==> src/rtl/cyber_player.sv <==
// cyber_player: computer opponent for the tug-of-war game.
// On each paced decision tick it compares the LFSR value against a switch-set threshold.
// When the LFSR value is below the threshold it issues a one-cycle press pulse, then
// holds off for a fixed cooldown. A higher threshold makes a stronger opponent.
// Optional feature macro: CYBER_PRESS_CNT_EN adds a saturating 8-bit press counter.
module cyber_player #(
    parameter int unsigned WIDTH    = 9,
    parameter int unsigned TICK_DIV = 16,
    parameter int unsigned COOLDOWN = 4
) (
    input  logic             clk,
    input  logic             reset,
    input  logic [WIDTH-1:0] rand_val,
    input  logic [WIDTH-1:0] threshold,
    input  logic             enable,
    input  logic             game_over,
    output logic             press
`ifdef CYBER_PRESS_CNT_EN
    ,
    output logic [7:0]       press_count
`endif
);

    localparam int unsigned TICK_W = (TICK_DIV > 2) ? $clog2(TICK_DIV) : 1;
    localparam int unsigned CD_W   = (COOLDOWN > 2) ? $clog2(COOLDOWN) : 1;
    localparam int unsigned CD_INIT = (COOLDOWN == 0) ? 0 : COOLDOWN - 1;

    localparam logic [TICK_W-1:0] TICK_LAST = TICK_W'(TICK_DIV - 1);
    localparam logic [CD_W-1:0]   CD_LOAD   = CD_W'(CD_INIT);

    typedef enum logic [1:0] {
        ST_IDLE  = 2'd0,
        ST_PRESS = 2'd1,
        ST_COOL  = 2'd2
    } state_t;

    state_t            state;
    logic [TICK_W-1:0] tick_cnt;
    logic [CD_W-1:0]   cd_cnt;
    logic              tick_c;
    logic              decide_c;

    assign tick_c   = (tick_cnt == TICK_LAST);
    assign decide_c = tick_c && enable && !game_over && (rand_val < threshold);

    // Free-running decision pacer; independent of enable, game_over and FSM state.
    always_ff @(posedge clk) begin
        if (reset) begin
            tick_cnt <= '0;
        end else if (tick_c) begin
            tick_cnt <= '0;
        end else begin
            tick_cnt <= tick_cnt + TICK_W'(1);
        end
    end

    // Decision FSM; game_over overrides everything and forces a return to IDLE.
    always_ff @(posedge clk) begin
        if (reset) begin
            state  <= ST_IDLE;
            cd_cnt <= '0;
            press  <= 1'b0;
        end else if (game_over) begin
            state  <= ST_IDLE;
            cd_cnt <= '0;
            press  <= 1'b0;
        end else begin
            press <= 1'b0;
            case (state)
                ST_IDLE: begin
                    if (decide_c) begin
                        state <= ST_PRESS;
                        press <= 1'b1;
                    end
                end
                ST_PRESS: begin
                    if (COOLDOWN != 0) begin
                        state  <= ST_COOL;
                        cd_cnt <= CD_LOAD;
                    end else begin
                        state <= ST_IDLE;
                    end
                end
                ST_COOL: begin
                    // Ticks landing here, including on the exit cycle, are dropped.
                    if (cd_cnt == '0) begin
                        state <= ST_IDLE;
                    end else begin
                        cd_cnt <= cd_cnt - CD_W'(1);
                    end
                end
                default: begin
                    state  <= ST_IDLE;
                    cd_cnt <= '0;
                end
            endcase
        end
    end

`ifdef CYBER_PRESS_CNT_EN
    // Saturating count of issued presses, cleared only by reset.
    always_ff @(posedge clk) begin
        if (reset) begin
            press_count <= '0;
        end else if (press && (press_count != 8'hFF)) begin
            press_count <= press_count + 8'd1;
        end
    end
`endif

endmodule
==> config.mk <==
export PLATFORM = sky130hd
export DESIGN_NAME = cyber_player
export DESIGN_NICKNAME = d
export VERILOG_FILES = /design/src/rtl/cyber_player.sv
export SDC_FILE = /design/constraint.sdc
export NUM_CORES = 1
export LEC_CHECK = 0
export CORE_ASPECT_RATIO = 1.25
export CORE_MARGIN = 10
export CORE_UTILIZATION = 44
export DETAILED_ROUTE_END_ITERATION = 10
export PLACE_DENSITY = 0.83
export REMOVE_ABC_BUFFERS = 1
export SKIP_CTS_REPAIR_TIMING = 1
export SLEW_MARGIN = 20
export SYNTH_ARGS = -nofsm -noshare
export SYNTH_HDL_FRONTEND = slang
export SYNTH_SLANG_ARGS = --single-unit
==> constraint.sdc <==
create_clock -name clk -period 1.8 [get_ports clk]
set_input_delay 0.36 -clock clk [delete_from_list [all_inputs] [get_ports clk]]
set_output_delay 0.36 -clock clk [all_outputs]
set_load 0.05 [all_outputs]
# Word level (Yosys, flattened, before mapping)
# Cells that the tools add are included.
[word_totals]
ff_bits = 9
word_cells = 31
out_inout_bits = 1
inputBits = 22
[op_classes]
muxes = 6
bitwise = 1
reduce_logical = 11
n_lt_le_gt_ge = 1
addsub = 2
n_eq_ne = 6
[ops]
columns = ["op", "count"]
rows = [
  ["2-bit case mux with 3 select lines", 2],
  ["9-bit less-than comparator", 1],
  ["2-bit two-way mux", 3],
  ["2-bit inequality test (second input constant)", 3],
  ["4-bit by 1-bit adder with 4-bit output (second input constant)", 1],
  ["4-bit equality test (second input constant)", 1],
  ["2-bit logical NOT", 2],
  ["2-bit AND reduction", 2],
  ["2-bit OR reduction", 2],
  ["1-bit logical AND", 3],
  ["3-bit OR reduction", 1],
  ["2-bit by 1-bit equality test with 1-bit output (second input constant)", 1],
  ["2-bit equality test (second input constant)", 1],
  ["2-bit by 1-bit subtractor with 2-bit output (second input constant)", 1],
  ["1-bit logical NOT", 1],
  ["1-bit two-way mux", 1],
  ["1-bit NOT", 1],
]

# Longest topological paths before layout
# Gate-level depths: netlist (run 1).
[depth]
depth_word = 6
mapped_depth = 7
mapped_depth_nobuf = 7

# Least setup slack after synthesis (run 1)
# No wires, ideal clock.
[synth_timing]
path_kind = "input-to-reg"
start = "in threshold[8]"
end = "reg state[0]"
arrival_time_ns = 1.473
slack_ns = 0.209
t_required_ns = 1.682
setup_ns = 0.118
cell_stages = 7
n_path_buf = 0
cell_sequence = "inv_1 > ha_1 > nand4_1 > nor4b_4 > o41a_1 > o21ai_1 > a21boi_1"
[synth_via]
elab_chain_cells = 4
[synth_rtl]
columns = ["item", "line", "source"]
rows = [
  ["start: declaration", "14", "input logic [WIDTH-1:0] threshold,"],
  ["9-bit less-than comparator", "44", "assign decide_c = tick_c && enable && !game_over && (rand_val < threshold);"],
  ["1-bit logical AND", "44", ""],
  ["2-bit inequality test (no source line)", "n/a", ""],
  ["2-bit AND reduction (no source line)", "n/a", ""],
  ["end signal: assignment", "60", "state <= ST_IDLE;"],
  ["end signal: assignment", "64", "state <= ST_IDLE;"],
  ["end signal: assignment", "72", "state <= ST_PRESS;"],
  ["end: declaration", "37", "state_t state;"],
]
# No other way between the ends.
# A chain may end at the register's enable or synchronous reset.

# Worst setup path in the final report (run 1)
[layout_timing]
start = "in threshold[4]"
end = "reg state[1]"
# Same word-level chain as after synthesis.

==> results of run 1 <==
[power breakdown]
group | internal (W) | switching (W) | total, W
Combinational | 0.0000885 | 0.0000613 | 0.000150
Sequential | 0.000205 | 0.00000631 | 0.000211
Clock | 0.0000860 | 0.0000848 | 0.000171
Total | 0.000379 | 0.000152 | 0.000532
[per-stage QoR]
stage | utilization [%] | setup WS [ps] | hold slack, ps | instances | power (W)
final | 73.4 | -33.4 | 458 | 132 | 0.000532
after global routing | 73.4 | -110 | 493 | 132 | 0.000552
after CTS | 63.6 | -126 | 457 | 130 | 0.000485
after detailed placement | 61.9 | -393 | 454 | 126 | 0.000325
after global placement | 61.9 | -337 | 438 | 126 | 0.000322
after floorplan | - | 209 | 429 | 85 | 0.000265
[worst max-delay path, stage by stage]
cell and delay (ps):
clkdlybuf4s50_1 450, inv_1 60, ha_4 290, nand3_4 80, nor4b_4 290, o41a_1 230, o21ai_1 100, a21boi_1 160
[cell usage after synthesis (all sizes together) (2+ instances only)]
cell type	n
ha	14
nor2b	2
nor2	5
nand2	5
a21boi	4
dfxtp	9
nand3	6
o21ai	3
a21oi	6
inv	14
nand4	2
[layer usage]
metal | wire (um) | up-vias
met3 | 120 | 8
met1 | 807 | 332
met2 | 1090 | 34
met4 | 69 | 0
li1 | - | 360
met5 | 0 | -
[path summary, 6_finish.rpt]
kind,depth (start not counted),end,slack [ps]
max,8,state[1]$_SDFFE_PP0P_,-30
min,2,cd_cnt[0]$_SDFFE_PP0P_,460
max reg2reg,5,state[1]$_SDFFE_PP0P_,150
min reg2reg,2,cd_cnt[0]$_SDFFE_PP0P_,460
[flip-flops by register name, summed over array words and instances, names as in the netlist]
register and cells:
cd_cnt 2, state 2, tick_cnt 4, press 1
[logic make-up (layout without fill, tap and decap cells)]
kind of cell | Yosys count | in the layout | share of synthesized area, %
xor+xnor | 1 | 1 | 1.22
simple gates | 26 | 26 | 22.6
fa+ha+maj | 14 | 14 | 24.3
flops | 9 | 9 | 25.0
buf+inv | 14 | 43 | 7.30
compound gates | 21 | 21 | 19.5
[area by class of cell]
| class | count | area share (%) |
|---|---|---|
| Tap cell | 18 | 1.97 |
| Multi-Input combinational cell | 62 | 52.7 |
| Timing Repair Buffer | 25 | 22.7 |
| Sequential cell | 9 | 15.7 |
| Inverter | 14 | 4.59 |
| Clock buffer | 4 | 2.29 |
==> flow_summary.yaml, run 1 <==
synth:
  synth_edf_count: 0
  synth_top_area_share_pct: 25.0
  ys_ff_latch: 9
  syn_area_um2: 719
  yosysWarnings: 0
  synthCells: 85
  ys_types: 28
  netlist.top_cell.by_area: "dfxtp_1"
  synth_flop_cell: "dfxtp_1"
  synth-async-reset-ratio_pct: 0
  netlist_top_cells_area: "dfxtp_1, ha_1, inv_1"
  avgSynthCellArea_um2: 8.46
  synth_seq_area_share_pct: 25.0
cts:
  clkLatencyLatePin_ps: 270
  cts_tree: "built"
  cts_buffer_depth: 2
  htreeDepth: 1
  clkTransAtPathRegs_ps: 70
  cts-root-buf: "clkbuf_4"
  clock_sinks: 9
  cts_inserted_buffers: 3
power:
  p_leak_nw: 0.502
  peakVddDrop_mv: 0.322
  pwr_density_cell_mw_per_mm2: 464
setup_path:
  arrival_ps: 2030
  crit_required_ps: 2000
  crit_start: "threshold[4]"
  critPathKind: "input pin to register"
  cp-end-kind: "register"
  critPathMaxFanout: 4
  cp-start-kind: "input pin"
  r2r_start: "tick_cnt[0]$_SDFF_PP0_"
global_route:
  grtUsageMet2_pct: 16.9
  busiest_layer: "met2"
  grt_pass1_wl_um: 2810
  grtUsageTotal_pct: 8.99
  grt_pass1_vias: 675
  overflow: 0
  grtUsageMet3_pct: 2.12
  grt_antenna_before_repair: 0
  grt_start_max_net_pins: 8
  grt_use_met1_pct: 8.62
timing:
  slew_headroom_pct: 78.7
  setup_ws_ps: -33.4
  post-route-period-util_pct: 102
  final.setup_skew_ps: 1.86
  tightest_slew_ps: 316
  slew_viol_final: 0
  fin_crit_ps: 1830
  hold_viol: 0
  setup_viol: 1
  tns_ps: -33.4
  max_freq_mhz: 545
routing:
  avgRoutedWirePerCell_um: 15.8
  drt_iter0_drc: 26
  ant_nets: 0
  routed_wl_um: 2090
  vias: 734
  viasPerCell: 5.56
  drc: 0
  first_pass_iters: 4
final_layout:
  n_fill_cell: 113
  final_cell_mix: "clkdlybuf4s50_1, inv_1, dfxtp_1, ha_1, dlymetal6s2s_1"
  drive_gt1_share_pct: 21.9
  seq_area_um2: 180
  fin_nets: 151
  diodes: 0
  final_area_mm2: 0.00115
  multi_input_area_um2: 604
  syn_to_final_growth_pct: 59.3
  mostFrequentLayoutCell: "clkdlybuf4s50_1"
hold_path:
  hold_start: "cd_cnt[0]$_SDFFE_PP0P_"
  hold_path.class: "register to register"
die:
  core_mm2: 0.00156
  rows: 16
  die_y_um: 65.2
  pin_count: 23
  initial_core_util_pct: 46.1
  fp.dieW_um: 56.2
  fp.dieArea_mm2: 0.00366
run_status:
  violations: "setup timing"
  status: "finished, violations left"
place:
  place_area_um2: 967
  hpwl_um: 1410
  io_buffers: 22
  place_congestion: 0.754
job:
  cap_violations: 0
No activity file was read; power rests on OpenSTA's default activity.
==> inputs of run 2 (changes only) <==
- CORE_ASPECT_RATIO: 1.25 -> unset
- CORE_UTILIZATION: 44 -> 45
- GPL_TIMING_DRIVEN: unset -> 1
- PLACE_DENSITY: 0.83 -> 0.84
- clock period: 1.8 -> 2.2 ns (I/O delays scaled with it)
==> flow_summary.yaml, run 2 (synthesis results as in run 1) <==
run_status:
  status: "finished, final reports clean"
timing:
  setup_viol: 0
  final.setup_skew_ps: 3.99
  slew_viol_final: 0
  tightest_slew_ps: 496
  rsz0062_at_grt: "no"
  slew_headroom_pct: 66.8
  tns_ps: 0
  setup_ws_ps: 201
  post-route-period-util_pct: 90.9
  fin_crit_ps: 2000
  holdWs_ps: 458
  max_freq_mhz: 500
  hold_viol: 0
routing:
  viasPerCell: 5.45
  routed_wl_um: 1630
  ant_nets: 0
  drc: 0
  drt_iter0_drc: 17
  avgRoutedWirePerCell_um: 12.8
  first_pass_iters: 4
  vias: 692
final_layout:
  final_cell_mix: "clkdlybuf4s50_1, inv_1, ha_1, dfxtp_1, a21oi_1"
  mostFrequentLayoutCell: "clkdlybuf4s50_1"
  largest_reg_flops: 4
  finalNonFillerCells: 127
  fin_nets: 148
  final_util_pct: 65.9
  diodes: 0
  drive_gt1_share_pct: 7.21
  syn_to_final_growth_pct: 38.1
  n_fill_cell: 128
  largest-register: "tick_cnt"
  reg_top3: "tick_cnt (4), cd_cnt (2), state (2)"
cts:
  cts_buffer_depth: 2
  clkTransAtPathRegs_ps: 60
  clock_sinks: 9
  cts_inserted_buffers: 3
  cts-root-buf: "clkbuf_4"
  htreeDepth: 1
  clkLatencyLatePin_ps: 260
  cts_tree: "built"
setup_path:
  critPathMaxFanout: 3
  cpPeakStageDelay_ps: 450
  crit_required_ps: 2350
  path_buf_inv: 2
  cp_slowest_cell: "clkdlybuf4s50_1"
  arrival_ps: 2150
  cp_cell_sequence: "clkdlybuf4s50_1 -> inv_1 -> ha_1 -> a211oi_1 -> nand2_1 -> o41a_1 -> o21ai_1 -> a21boi_1"
  cp-end-kind: "register"
  cp_top_family: "compound AO/OA/AOI/OAI gates"
  ff2ff_setup_slack_ps: 640
  cp-start-kind: "input pin"
  critPathKind: "input pin to register"
global_route:
  grt_antenna_before_repair: 0
  grt_use_met1_pct: 10.4
  grtUsageMet3_pct: 2.97
  grt_pass1_wl_um: 2840
  grtUsageTotal_pct: 9.85
  grtUsageMet2_pct: 17.2
  grt_pass1_vias: 658
  overflow: 0
  grt_start_max_net_pins: 8
  busiest_layer: "met2"
die:
  pin_count: 23
  rows: 14
  initial_core_util_pct: 47.8
  die_y_um: 60.0
  fp.dieW_um: 60.0
  fp.dieArea_mm2: 0.00360
  core_mm2: 0.00151
power:
  p_leak_nw: 0.411
  peakVddDrop_mv: 0.163
  pwr_density_cell_mw_per_mm2: 394
place:
  hpwl_um: 1430
  dpl_worst_slack_ps: -55.4
  io_buffers: 22
  place_congestion: 0.731
  placedCellCount: 123
job:
  cap_violations: 0
hold_path:
  hold_path.class: "register to register"
[run 2: changes by cell type in the layout (fill, tap and decap cells not counted), moves of 3 or more]
cell,change
clkdlybuf4s50_1,+9
dlymetal6s2s_1,-8
ha_1,+6
ha_4,-6
buf_4,-4
inv_1,+3
inv_2,-3
[run 2: where the power goes]
part           internal [W]  switching (W)
clock network     0.0000700      0.0000586
logic             0.0000561      0.0000343
registers          0.000168     0.00000505
total              0.000294      0.0000979
[run 2: stage by stage]
step	instance area [um^2]	power, W
floorplan	719	0.000217
global placement	960	0.000262
detailed placement	960	0.000267
CTS	986	0.000393
global route	993	0.000414
finish	993	0.000392
[run 2: worst reg2reg max path, stage by stage (launching register included)]
cell and delay (ps):
dfxtp_1 380, ha_1 270, nand3_2 130, o41a_1 470, o21ai_1 140, a21boi_1 80
[run 2: worst paths after layout]
kind                                               end                    from  cells after the start
worst min register to register  cd_cnt[1]$_SDFFE_PP0P_  cd_cnt[1]$_SDFFE_PP0P_                      2
worst min-delay path            cd_cnt[1]$_SDFFE_PP0P_  cd_cnt[1]$_SDFFE_PP0P_                      2
worst max-delay path             state[1]$_SDFFE_PP0P_            threshold[8]                      8
worst max register to register   state[1]$_SDFFE_PP0P_  tick_cnt[0]$_SDFF_PP0_                      5
[run 2: layout make-up]
class / count / area [um^2] / share of cell area (%)
Inverter: 14 / 52.6 / 5.29
Tap cell: 16 / 20.0 / 2.02
Clock buffer: 4 / 26.3 / 2.64
Sequential cell: 9 / 180 / 18.1
Timing Repair Buffer: 22 / 220 / 22.2
Multi-Input combinational cell: 62 / 494 / 49.7
[run 2: per-layer routing]
layer  wire length (um)  up-vias
li1                   -      355
met1                625      311
met2                856       21
met3                103        5
met4                 42        0
met5                  0        -
